## src/rtl/microwave_pkg.sv

```systemverilog
// rtl/microwave_pkg.sv - shared types, 7-segment table and keypad helpers for the oven controller
package microwave_pkg;

    typedef enum logic [1:0] {
        IDLE   = 2'd0,
        COOK   = 2'd1,
        PAUSED = 2'd2
    } state_e;

    // Active-high segments, bit0 = a .. bit6 = g.
    localparam logic [6:0] SEG_TABLE [10] = '{
        7'h3F, 7'h06, 7'h5B, 7'h4F, 7'h66,
        7'h6D, 7'h7D, 7'h07, 7'h7F, 7'h6F
    };

    function automatic logic kbd_is_onehot(input logic [9:0] kbd);
        return (kbd != 10'd0) && ((kbd & (kbd - 10'd1)) == 10'd0);
    endfunction

    function automatic logic [3:0] kbd_to_digit(input logic [9:0] kbd);
        logic [3:0] d;
        d = 4'd0;
        for (int i = 0; i < 10; i++) begin
            if (kbd[i]) d = 4'(i);
        end
        return d;
    endfunction

endpackage

```

## src/rtl/microwave_if.sv

```systemverilog
// rtl/microwave_if.sv - oven front-panel pins: keypad, buttons, door switch, displays, magnetron
interface microwave_if;
    logic [9:0] kbd;
    logic       startn;
    logic       stopn;
    logic       clearn;
    logic       door_closed;
    logic [6:0] sec_ones_seg;
    logic [6:0] sec_tens_seg;
    logic [6:0] min_segs;
    logic       mag_on;

    modport master (
        output kbd, startn, stopn, clearn, door_closed,
        input  sec_ones_seg, sec_tens_seg, min_segs, mag_on
    );

    modport slave (
        input  kbd, startn, stopn, clearn, door_closed,
        output sec_ones_seg, sec_tens_seg, min_segs, mag_on
    );
endinterface

```

## src/rtl/microwave_bcd_to_7seg.sv

```systemverilog
// rtl/microwave_bcd_to_7seg.sv - BCD digit to active-high 7-segment decode; codes 10-15 blank
module bcd_to_7seg
    import microwave_pkg::*;
(
    input  logic [3:0] bcd_i,
    output logic [6:0] seg_o
);

    always_comb begin
        seg_o = 7'h00;
        for (int i = 0; i < 10; i++) begin
            if (bcd_i == 4'(i)) seg_o = SEG_TABLE[i];
        end
    end

endmodule

```

## src/rtl/microwave.sv

```systemverilog
// rtl/microwave.sv - oven controller: keypad time entry, cook/pause FSM, BCD countdown, displays
module microwave
    import microwave_pkg::*;
#(
    parameter int TICKS_PER_SEC = 100
) (
    input  logic        clk,
    input  logic        rst,
    microwave_if.slave  bus
);

    localparam int PW = (TICKS_PER_SEC > 1) ? $clog2(TICKS_PER_SEC) : 1;
    localparam logic [PW-1:0] PRESC_LAST = PW'(TICKS_PER_SEC - 1);

    state_e        state_q, state_d;
    logic [3:0]    m_q, m_d, s1_q, s1_d, s0_q, s0_d;
    logic [PW-1:0] presc_q, presc_d;
    logic          key_prev_q, key_prev_d;
    logic          mag_q, mag_d;

    logic key_any, key_rise, time_zero, start_ok;

    assign key_any   = |bus.kbd;
    assign key_rise  = key_any && !key_prev_q;
    assign time_zero = (m_q == 4'd0) && (s1_q == 4'd0) && (s0_q == 4'd0);
    // Stop and an open door both outrank start.
    assign start_ok  = !bus.startn && bus.stopn && bus.door_closed && !time_zero;

    always_ff @(posedge clk or posedge rst) begin
        if (rst) begin
            state_q    <= IDLE;
            m_q        <= 4'd0;
            s1_q       <= 4'd0;
            s0_q       <= 4'd0;
            presc_q    <= '0;
            key_prev_q <= 1'b0;
            mag_q      <= 1'b0;
        end else begin
            state_q    <= state_d;
            m_q        <= m_d;
            s1_q       <= s1_d;
            s0_q       <= s0_d;
            presc_q    <= presc_d;
            key_prev_q <= key_prev_d;
            mag_q      <= mag_d;
        end
    end

    always_comb begin
        state_d    = state_q;
        m_d        = m_q;
        s1_d       = s1_q;
        s0_d       = s0_q;
        presc_d    = presc_q;
        key_prev_d = key_any;

        if (!bus.clearn) begin
            state_d = IDLE;
            m_d     = 4'd0;
            s1_d    = 4'd0;
            s0_d    = 4'd0;
            presc_d = '0;
        end else begin
            case (state_q)
                IDLE: begin
                    if (start_ok) begin
                        state_d = COOK;
                        presc_d = '0;
                    end else if (key_rise && kbd_is_onehot(bus.kbd)) begin
                        m_d  = s1_q;
                        s1_d = s0_q;
                        s0_d = kbd_to_digit(bus.kbd);
                    end
                end
                COOK: begin
                    if (!bus.stopn || !bus.door_closed) begin
                        state_d = PAUSED;
                    end else if (presc_q == PRESC_LAST) begin
                        presc_d = '0;
                        if (s0_q != 4'd0) begin
                            s0_d = s0_q - 4'd1;
                        end else if (s1_q != 4'd0) begin
                            s0_d = 4'd9;
                            s1_d = s1_q - 4'd1;
                        end else begin
                            s0_d = 4'd9;
                            s1_d = 4'd5;
                            m_d  = m_q - 4'd1;
                        end
                        // Finishing drops to IDLE on the same edge the display reaches 0:00.
                        if (m_d == 4'd0 && s1_d == 4'd0 && s0_d == 4'd0) state_d = IDLE;
                    end else begin
                        presc_d = presc_q + PW'(1);
                    end
                end
                PAUSED: begin
                    if (start_ok) begin
                        state_d = COOK;
                        presc_d = '0;
                    end
                end
                default: state_d = IDLE;
            endcase
        end

        mag_d = (state_d == COOK);
    end

    assign bus.mag_on = mag_q;

    bcd_to_7seg u_seg_ones (.bcd_i(s0_q), .seg_o(bus.sec_ones_seg));
    bcd_to_7seg u_seg_tens (.bcd_i(s1_q), .seg_o(bus.sec_tens_seg));
    bcd_to_7seg u_seg_min  (.bcd_i(m_q),  .seg_o(bus.min_segs));

endmodule

```

## src/flat_wrapper.sv

```systemverilog
// flat-port wrapper written by rule: the top's interface ports become plain ports
module microwave_flat import microwave_pkg::*;
#(
    parameter int TICKS_PER_SEC = 100
)
  (clk, rst, bus_kbd, bus_startn, bus_stopn, bus_clearn, bus_door_closed, bus_sec_ones_seg, bus_sec_tens_seg, bus_min_segs, bus_mag_on);
  microwave_if bus_i ();
  input  logic clk;
  input  logic rst;
  input wire logic [$bits(bus_i.kbd)-1:0] bus_kbd;
  input wire logic [$bits(bus_i.startn)-1:0] bus_startn;
  input wire logic [$bits(bus_i.stopn)-1:0] bus_stopn;
  input wire logic [$bits(bus_i.clearn)-1:0] bus_clearn;
  input wire logic [$bits(bus_i.door_closed)-1:0] bus_door_closed;
  output wire logic [$bits(bus_i.sec_ones_seg)-1:0] bus_sec_ones_seg;
  output wire logic [$bits(bus_i.sec_tens_seg)-1:0] bus_sec_tens_seg;
  output wire logic [$bits(bus_i.min_segs)-1:0] bus_min_segs;
  output wire logic [$bits(bus_i.mag_on)-1:0] bus_mag_on;
  assign bus_i.kbd = bus_kbd;
  assign bus_i.startn = bus_startn;
  assign bus_i.stopn = bus_stopn;
  assign bus_i.clearn = bus_clearn;
  assign bus_i.door_closed = bus_door_closed;
  assign bus_sec_ones_seg = bus_i.sec_ones_seg;
  assign bus_sec_tens_seg = bus_i.sec_tens_seg;
  assign bus_min_segs = bus_i.min_segs;
  assign bus_mag_on = bus_i.mag_on;
  microwave #(.TICKS_PER_SEC(TICKS_PER_SEC)) u_core (.clk(clk), .rst(rst), .bus(bus_i));
endmodule
```

## config.mk

```make
export PLATFORM = sky130hd
export DESIGN_NAME = microwave_flat
export DESIGN_NICKNAME = d
export VERILOG_FILES = /design/src/rtl/microwave_pkg.sv /design/src/rtl/microwave_if.sv /design/src/rtl/microwave_bcd_to_7seg.sv /design/src/rtl/microwave.sv /design/src/flat_wrapper.sv
export SDC_FILE = /design/constraint.sdc
export NUM_CORES = 1
export LEC_CHECK = 0
export CAP_MARGIN = 20
export CORE_AREA = 2 2 80 59
export CTS_CLUSTER_SIZE = 20
export DETAILED_ROUTE_END_ITERATION = 7
export DIE_AREA = 0 0 82 61
export GPL_TIMING_DRIVEN = 0
export PLACE_DENSITY_LB_ADDON = 0.1
export SETUP_SLACK_MARGIN = 0.15
export SLEW_MARGIN = 10
export SYNTH_ARGS = -nofsm -noshare
export SYNTH_HDL_FRONTEND = slang
export SYNTH_SLANG_ARGS = --single-unit
```

## constraint.sdc

```tcl
create_clock -name clk -period 3.44 [get_ports clk]
set_clock_uncertainty 0.15 [all_clocks]
set_input_delay 0.688 -clock clk [delete_from_list [all_inputs] [get_ports clk]]
set_output_delay 0.688 -clock clk [all_outputs]
set_load 0.02 [all_outputs]
```

### After elaboration in Yosys (flattened, before gate mapping)

Cells that the tools add are included.

| word-level totals | value |
|---|---|
| register bits after elaboration | 23 |
| bits in latches | 0 |
| bits in writable memories | 0 |
| memory bits (read-only) | 0 |
| bits of input ports | 16 |
| output and inout bits | 22 |
| logic and storage cells | 167 |
| memories kept | 0 |

| cells by class | value |
|---|---|
| add/subtract/negate cells | 5 |
| $mul | 0 |
| div/mod/pow operators | 0 |
| magnitude comparators | 0 |
| equal/unequal tests | 38 |
| shift-type cells | 0 |
| muxes and demuxes | 85 |
| bitwise logic cells | 1 |
| reduce and logical (&&, ||, !) cells | 31 |

Operators by type and width:

| operator | count |
|---|---|
| 2-to-1 mux 7 bit | 31 |
| 2-to-1 mux 4 bit | 34 |
| == test 4 x 3 -> 1 bit (second input constant) | 12 |
| == test 4 x 2 -> 1 bit (second input constant) | 6 |
| == test 4 bit (second input constant) | 6 |
| zero test 4 bit | 6 |
| case mux 4 bit (2 select lines) | 3 |
| 2-to-1 mux 6 bit | 3 |
| 2-to-1 mux 2 bit | 7 |
| case mux 7 bit (2 select lines) | 1 |
| == test 4 x 1 -> 1 bit (second input constant) | 3 |
| 2-to-1 mux 3 bit | 4 |
| != test 3 x 2 -> 1 bit (second input constant) | 4 |
| subtractor 4 x 1 -> 4 bit (second input constant) | 3 |
| AND 10 bit | 1 |
| logical AND 1 bit | 10 |
| zero test 10 bit | 1 |
| nonzero test 10 bit | 1 |
| OR reduction 10 bit | 1 |
| subtractor 10 x 1 -> 10 bit (second input constant) | 1 |
| nonzero test 4 bit | 2 |
| adder 7 x 1 -> 7 bit (second input constant) | 1 |
| == test 7 bit (second input constant) | 1 |
| != test 3 bit (second input constant) | 2 |
| 11 further kinds | 16 |

### Depth between registers and ports, before layout

Gate-level depths: netlist of run 1.

| logic depth | value |
|---|---|
| depth in word-level cells | 16 |
| mapped depth | 9 |
| depth with buffers taken out | 8 |

### By module

From an unflattened synthesis of run 1, not the netlist that was laid out.

| second synthesis, totals | value |
|---|---|
| cells, all modules | 273 |
| area total of the unflattened synthesis | 2,219.6 sq um |

By module, submodules not included:

| module | times used | cells each | area each (sq um) | sequential area each (sq um) |
|---|---|---|---|---|
| microwave | 1 | 201 | 1,701.6 | 575.6 |
| bcd_to_7seg | 3 | 24 | 172.7 | 0.0 |

### Worst setup path after synthesis of run 1

No wires, ideal clock.

| path | value |
|---|---|
| path type | input -> register |
| start | in bus_kbd[2] |
| end | reg u_core.s0_q[0] |
| library setup time | 0.125 ns |
| data arrival time | 2.343 ns |
| required time | 3.165 ns |
| setup slack | 0.822 ns |
| cell stages on the path | 7 |
| buffers on the path | 1 |
| path through | or4_4 > o31ai_2 > o311a_1 > a31oi_1 > or2_1 > buf_6 > mux2_4 |

| on the way | value |
|---|---|
| cells in the longest elaborated chain, start to end | 12 |
| elaborated cells between the ends (all ways) | 22 |
| classes of those cells | add/sub (1); eq/ne (1); mux (12); bitwise (1); reduce/logical (7) |

RTL lines:

| element | RTL line | RTL |
|---|---|---|
| start, declared | flat_wrapper.sv:10 | `input wire logic [$bits(bus_i.kbd)-1:0] bus_kbd;` |
| parallel branches: the longest is 12 deep, another holds subtractor 10 x 1 -> 10 bit | - |  |
| end signal, assigned | microwave.sv:34 | `s0_q <= 4'd0;` |
| end signal, assigned | microwave.sv:42 | `s0_q <= s0_d;` |
| end, declared | microwave.sv:16 | `logic [3:0] m_q, m_d, s1_q, s1_d, s0_q, s0_d;` |

Several ways; the timed one is not identified. The select of a mux whose other input is x is not followed.
A chain may end at the register's enable or synchronous reset.

### Final worst setup path of run 1

| path | value |
|---|---|
| start | reg u_core.s0_q[3] |
| end | out bus_sec_ones_seg[0] |

| on the way | value |
|---|---|
| cells in the longest elaborated chain, start to end | 11 |
| elaborated cells between the ends (all ways) | 20 |
| classes of those cells | eq/ne (9); mux (10); reduce/logical (1) |

RTL lines:

| element | RTL line | RTL |
|---|---|---|
| zero test 4 bit | microwave_bcd_to_7seg.sv:12 | `if (bcd_i == 4'(i)) seg_o = SEG_TABLE[i];` |
| 2-to-1 mux 6 bit | microwave_bcd_to_7seg.sv:12 |  |
| 2-to-1 mux 7 bit (8 in a row) | microwave_bcd_to_7seg.sv:12 |  |
| 2-to-1 mux 7 bit * | microwave_bcd_to_7seg.sv:12 |  |
| end, declared | flat_wrapper.sv:15 | `output wire logic [$bits(bus_i.sec_ones_seg)-1:0] bus_sec_ones_seg;` |

Mark *: on every way between the ends. The rest lies on a longest branch, timed or not.

==> results of run 1 <==
-- per-stage QoR --
stage	cell area (sq um)	worst slack, ns	total power, mW
2_1_floorplan	2180	0.822	0.536
3_3_place_gp	2620	0.115	0.678
3_5_place_dp	2620	0.111	0.681
4_1_cts	2670	0.185	0.861
5_1_grt	2680	0.159	0.911
6_report	2680	0.224	0.863
-- power groups by stage --
| stage | registers (mW) | logic, mW | clock network [mW] |
|---|---|---|---|
| 3_3_place_gp | 0.297 | 0.381 | 0 |
| 2_1_floorplan | 0.294 | 0.241 | 0 |
| 5_1_grt | 0.294 | 0.425 | 0.192 |
| 6_report | 0.293 | 0.390 | 0.181 |
| 4_1_cts | 0.292 | 0.386 | 0.183 |
| 3_5_place_dp | 0.297 | 0.383 | 0 |
-- cells in the final DEF, fill, tap and decap left out, types with 3 or more instances in the layout --
cell / instances
a211oi_1: 4
a21boi_0: 3
a21o_1: 3
a21oi_1: 24
a22oi_1: 3
a31oi_1: 5
and3_1: 3
clkbuf_1: 18
clkbuf_2: 3
clkbuf_8: 3
clkdlybuf4s50_1: 35
dfrtp_1: 21
ha_1: 5
inv_1: 9
mux2i_1: 3
nand2_1: 18
nand2b_1: 6
nand3_1: 10
nand4_1: 3
nor2_1: 34
nor2b_1: 7
nor3_1: 7
nor4_1: 5
o211a_1: 5
o21a_1: 3
o21ai_0: 37
o21bai_1: 3
o22ai_1: 3
o31ai_1: 6
o32ai_1: 4
or2_2: 4
or3_1: 3
or4_1: 3
-- critical path, cell delays in order, from the launching register on --
cell and delay [ns]:
dfrtp_1 0.33, clkbuf_1 0.34, clkbuf_1 0.43, nor2_1 0.08, o32ai_1 0.26, clkdlybuf4s50_1 0.66
-- registers in the layout, summed over array words and instances, names as in the netlist --
| signal | cells |
|---|---|
| u_core.presc_q | 7 |
| u_core.m_q | 4 |
| u_core.s0_q | 4 |
| u_core.s1_q | 4 |
| u_core.state_q | 2 |
| u_core.bus.mag_on | 1 |
| u_core.key_prev_q | 1 |
-- timing repair --
action / 4_1_cts / 5_1_grt
resized for setup: 1 / 8
setup endpoints to repair: 2 / 7
pin swaps: 0 / 0
cloned: 0 / 0
endpoints found under the hold margin: 0 / 0
setup buffers: 0 / 0
-- metal layers --
layer | track usage, % | part of all wire (%) | vias to the layer above
met1 | 41.3 | 48 | 1124
met2 | 35.5 | 40 | 129
met5 | 0 | 0 | -
met4 | 5.00 | 1.0 | 0
li1 | - | - | 1193
met3 | 6.70 | 10 | 10
-- final timing paths --
| kind | endpoint | slack, ns | depth (start not counted) |
|---|---|---|---|
| setup / recovery | bus_sec_ones_seg[0] | 0.22 | 5 |
| hold / removal | u_core.presc_q[6]$_DFFE_PP0P_ | 0.34 | 1 |
| setup reg to reg | u_core.s0_q[0]$_DFFE_PP0P_ | 0.67 | 9 |
| hold reg to reg | u_core.presc_q[6]$_DFFE_PP0P_ | 0.34 | 1 |
| max in group asynchronous | u_core.m_q[0]$_DFFE_PP0P_ | 1.75 | 2 |
| min in group asynchronous | u_core.bus.mag_on$_DFF_PP0_ | 0.76 | 2 |
-- cells by family (layout without fill, tap and decap cells) --
logic type | after synthesis | count (layout)
AOI/OAI and AO/OA | 115 | 115
and+or+nand+nor | 113 | 113
buffers and inverters | 35 | 76
DFF | 23 | 23
adders and majority gates | 7 | 7
muxes | 4 | 4
xor gates and xnor gates | 1 | 1
-- final cells by class --
class / count / share of cell area, %
Timing Repair Buffer: 37 / 14.0
Inverter: 9 / 1.26
Sequential cell: 23 / 21.6
Buffer: 26 / 4.16
Clock inverter: 1 / 0.187
Multi-Input combinational cell: 240 / 54.7
Clock buffer: 3 / 1.54
Tap cell: 55 / 2.57
==> impl_metrics.toml, run 1 <==
[run_status]
status = "completed"

[grt]
grt_max_degree = 24
grt.total_usage_pct = 26.2
grt_pass1_vias = 2064
grt_remaining_overflow = 0
grt_pass1_wl_mm = 10.0
antenna_found_initial = 0

[placement]
dp_hpwl_mm = 4.53
place_congestion = 0.857
placed_cells = 390
port_buffers = 37

[route]
dr.pass1.iters = 6
drc = 0
wl_mm = 6.17
dr_total_vias = 2456
routedWlPerCell_microns = 15.7
vias_per_cell = 6.23
antenna_left = 0
drt_iter0_drc = 175

[synth]
synth_compound_area_share_pct = 34.3
syn_inst = 298
ys_types = 54
syn_area_sq_um = 2180
syn_nets = 319
ys_ff_latch = 23
synth.top_cell.area_share_pct = 26.4
synth.area.top_cells = "dfrtp_1 (26%), o21ai_0 (8.5%), nor2_1 (5.8%)"
synthAdderAreaFrac_pct = 3.78
ys_top_cells_by_count = "o21ai_0 (37), nor2_1 (34), a21oi_1 (24), dfrtp_1 (23), clkbuf_1 (20)"
yosys.area_share.xor_xnor_pct = 0.401
syn_area_per_cell_sq_um = 7.33
synth-main-ff-cell = "dfrtp_1"
synth.area.mux_share_pct = 2.06
synthSimpleGateAreaFrac_pct = 26.6
yosysWarnings = 0
yosysTopAreaCell = "dfrtp_1"
synth-async-reset-ratio_pct = 100
ys_seq_area_share_pct = 26.4
synth_top_family_by_area = "compound AO/OA/AOI/OAI gates"
synth.most_common_cell = "o21ai_0"
synth_edf_count = 0

[final_layout]
drive_gt1_share_pct = 6.49
area_growth_pct = 22.8
regArea_sq_um = 578
antenna_cells = 0
fin_nets = 361
utilization_pct = 63.7
multi_input_area_sq_um = 1470
fin_cells = 394
fill_cells = 393

[timing]
finalSetupViolCount = 0
slew_violations = 0
period_needed_ns = 3.22
max_freq_ghz = 0.311
period_share_pct = 93.5
rsz0062_at_grt = "no"
worst_hold_slack_ns = 0.345
finalHoldViolCount = 0
slew_headroom_pct = 38.9
tns_ns = 0
tightestPinTransition_ns = 0.915

[power]
intPower_mw = 0.530
p_sw_mw = 0.333
switching_share_pct = 38.6
clockPowerShare_pct = 20.9
powerDensity_nw_per_um2 = 322
peakVddDrop_v = 0.000224
p_leak_nw = 1.08
comb_power_share_pct = 45.1
p_seq_share_pct = 33.9

[floorplanning]
die-area_sq_um = 5000
die_h_microns = 61
start_util_pct = 51.9
coreArea_sq_um = 4200
fp.dieW_microns = 82
io_pins = 38
row_count = 20

[setup_path]
critPathLaunch = "u_core.s0_q[3]$_DFFE_PP0P_"
crit_required_ns = 2.60
critPathKind = "register to output port"
timing.rr.start = "u_core.m_q[0]$_DFFE_PP0P_"
end_kind = "output port"
critPathLaunchType = "register"
worstPathArrival_ns = 2.38
path_max_fanout = 10

[cts]
postCtsHoldBufs = 0
cts_made_buffers = 3
clkLatencyLatePin_ns = 0.28
clk_path_buf_depth = 2
path_clk_slew_ns = 0.09
cts.sinks = 23
htreeDepth = 1
cts_tree = "done"
cts-root-buf = "clkbuf_8"

[flow_run]
drv_cap = 0

[worst_hold_path]
hp-start = "u_core.presc_q[6]$_DFFE_PP0P_"
holdCritPathClass = "register to register"
(Power assumes the default switching activity.)
==> run 2, diff against run 1 <==
- CAP_MARGIN: 20 -> not set
==> results of run 2 <==
Same layout as run 1: the final DEF is identical, and so are final timing and power.
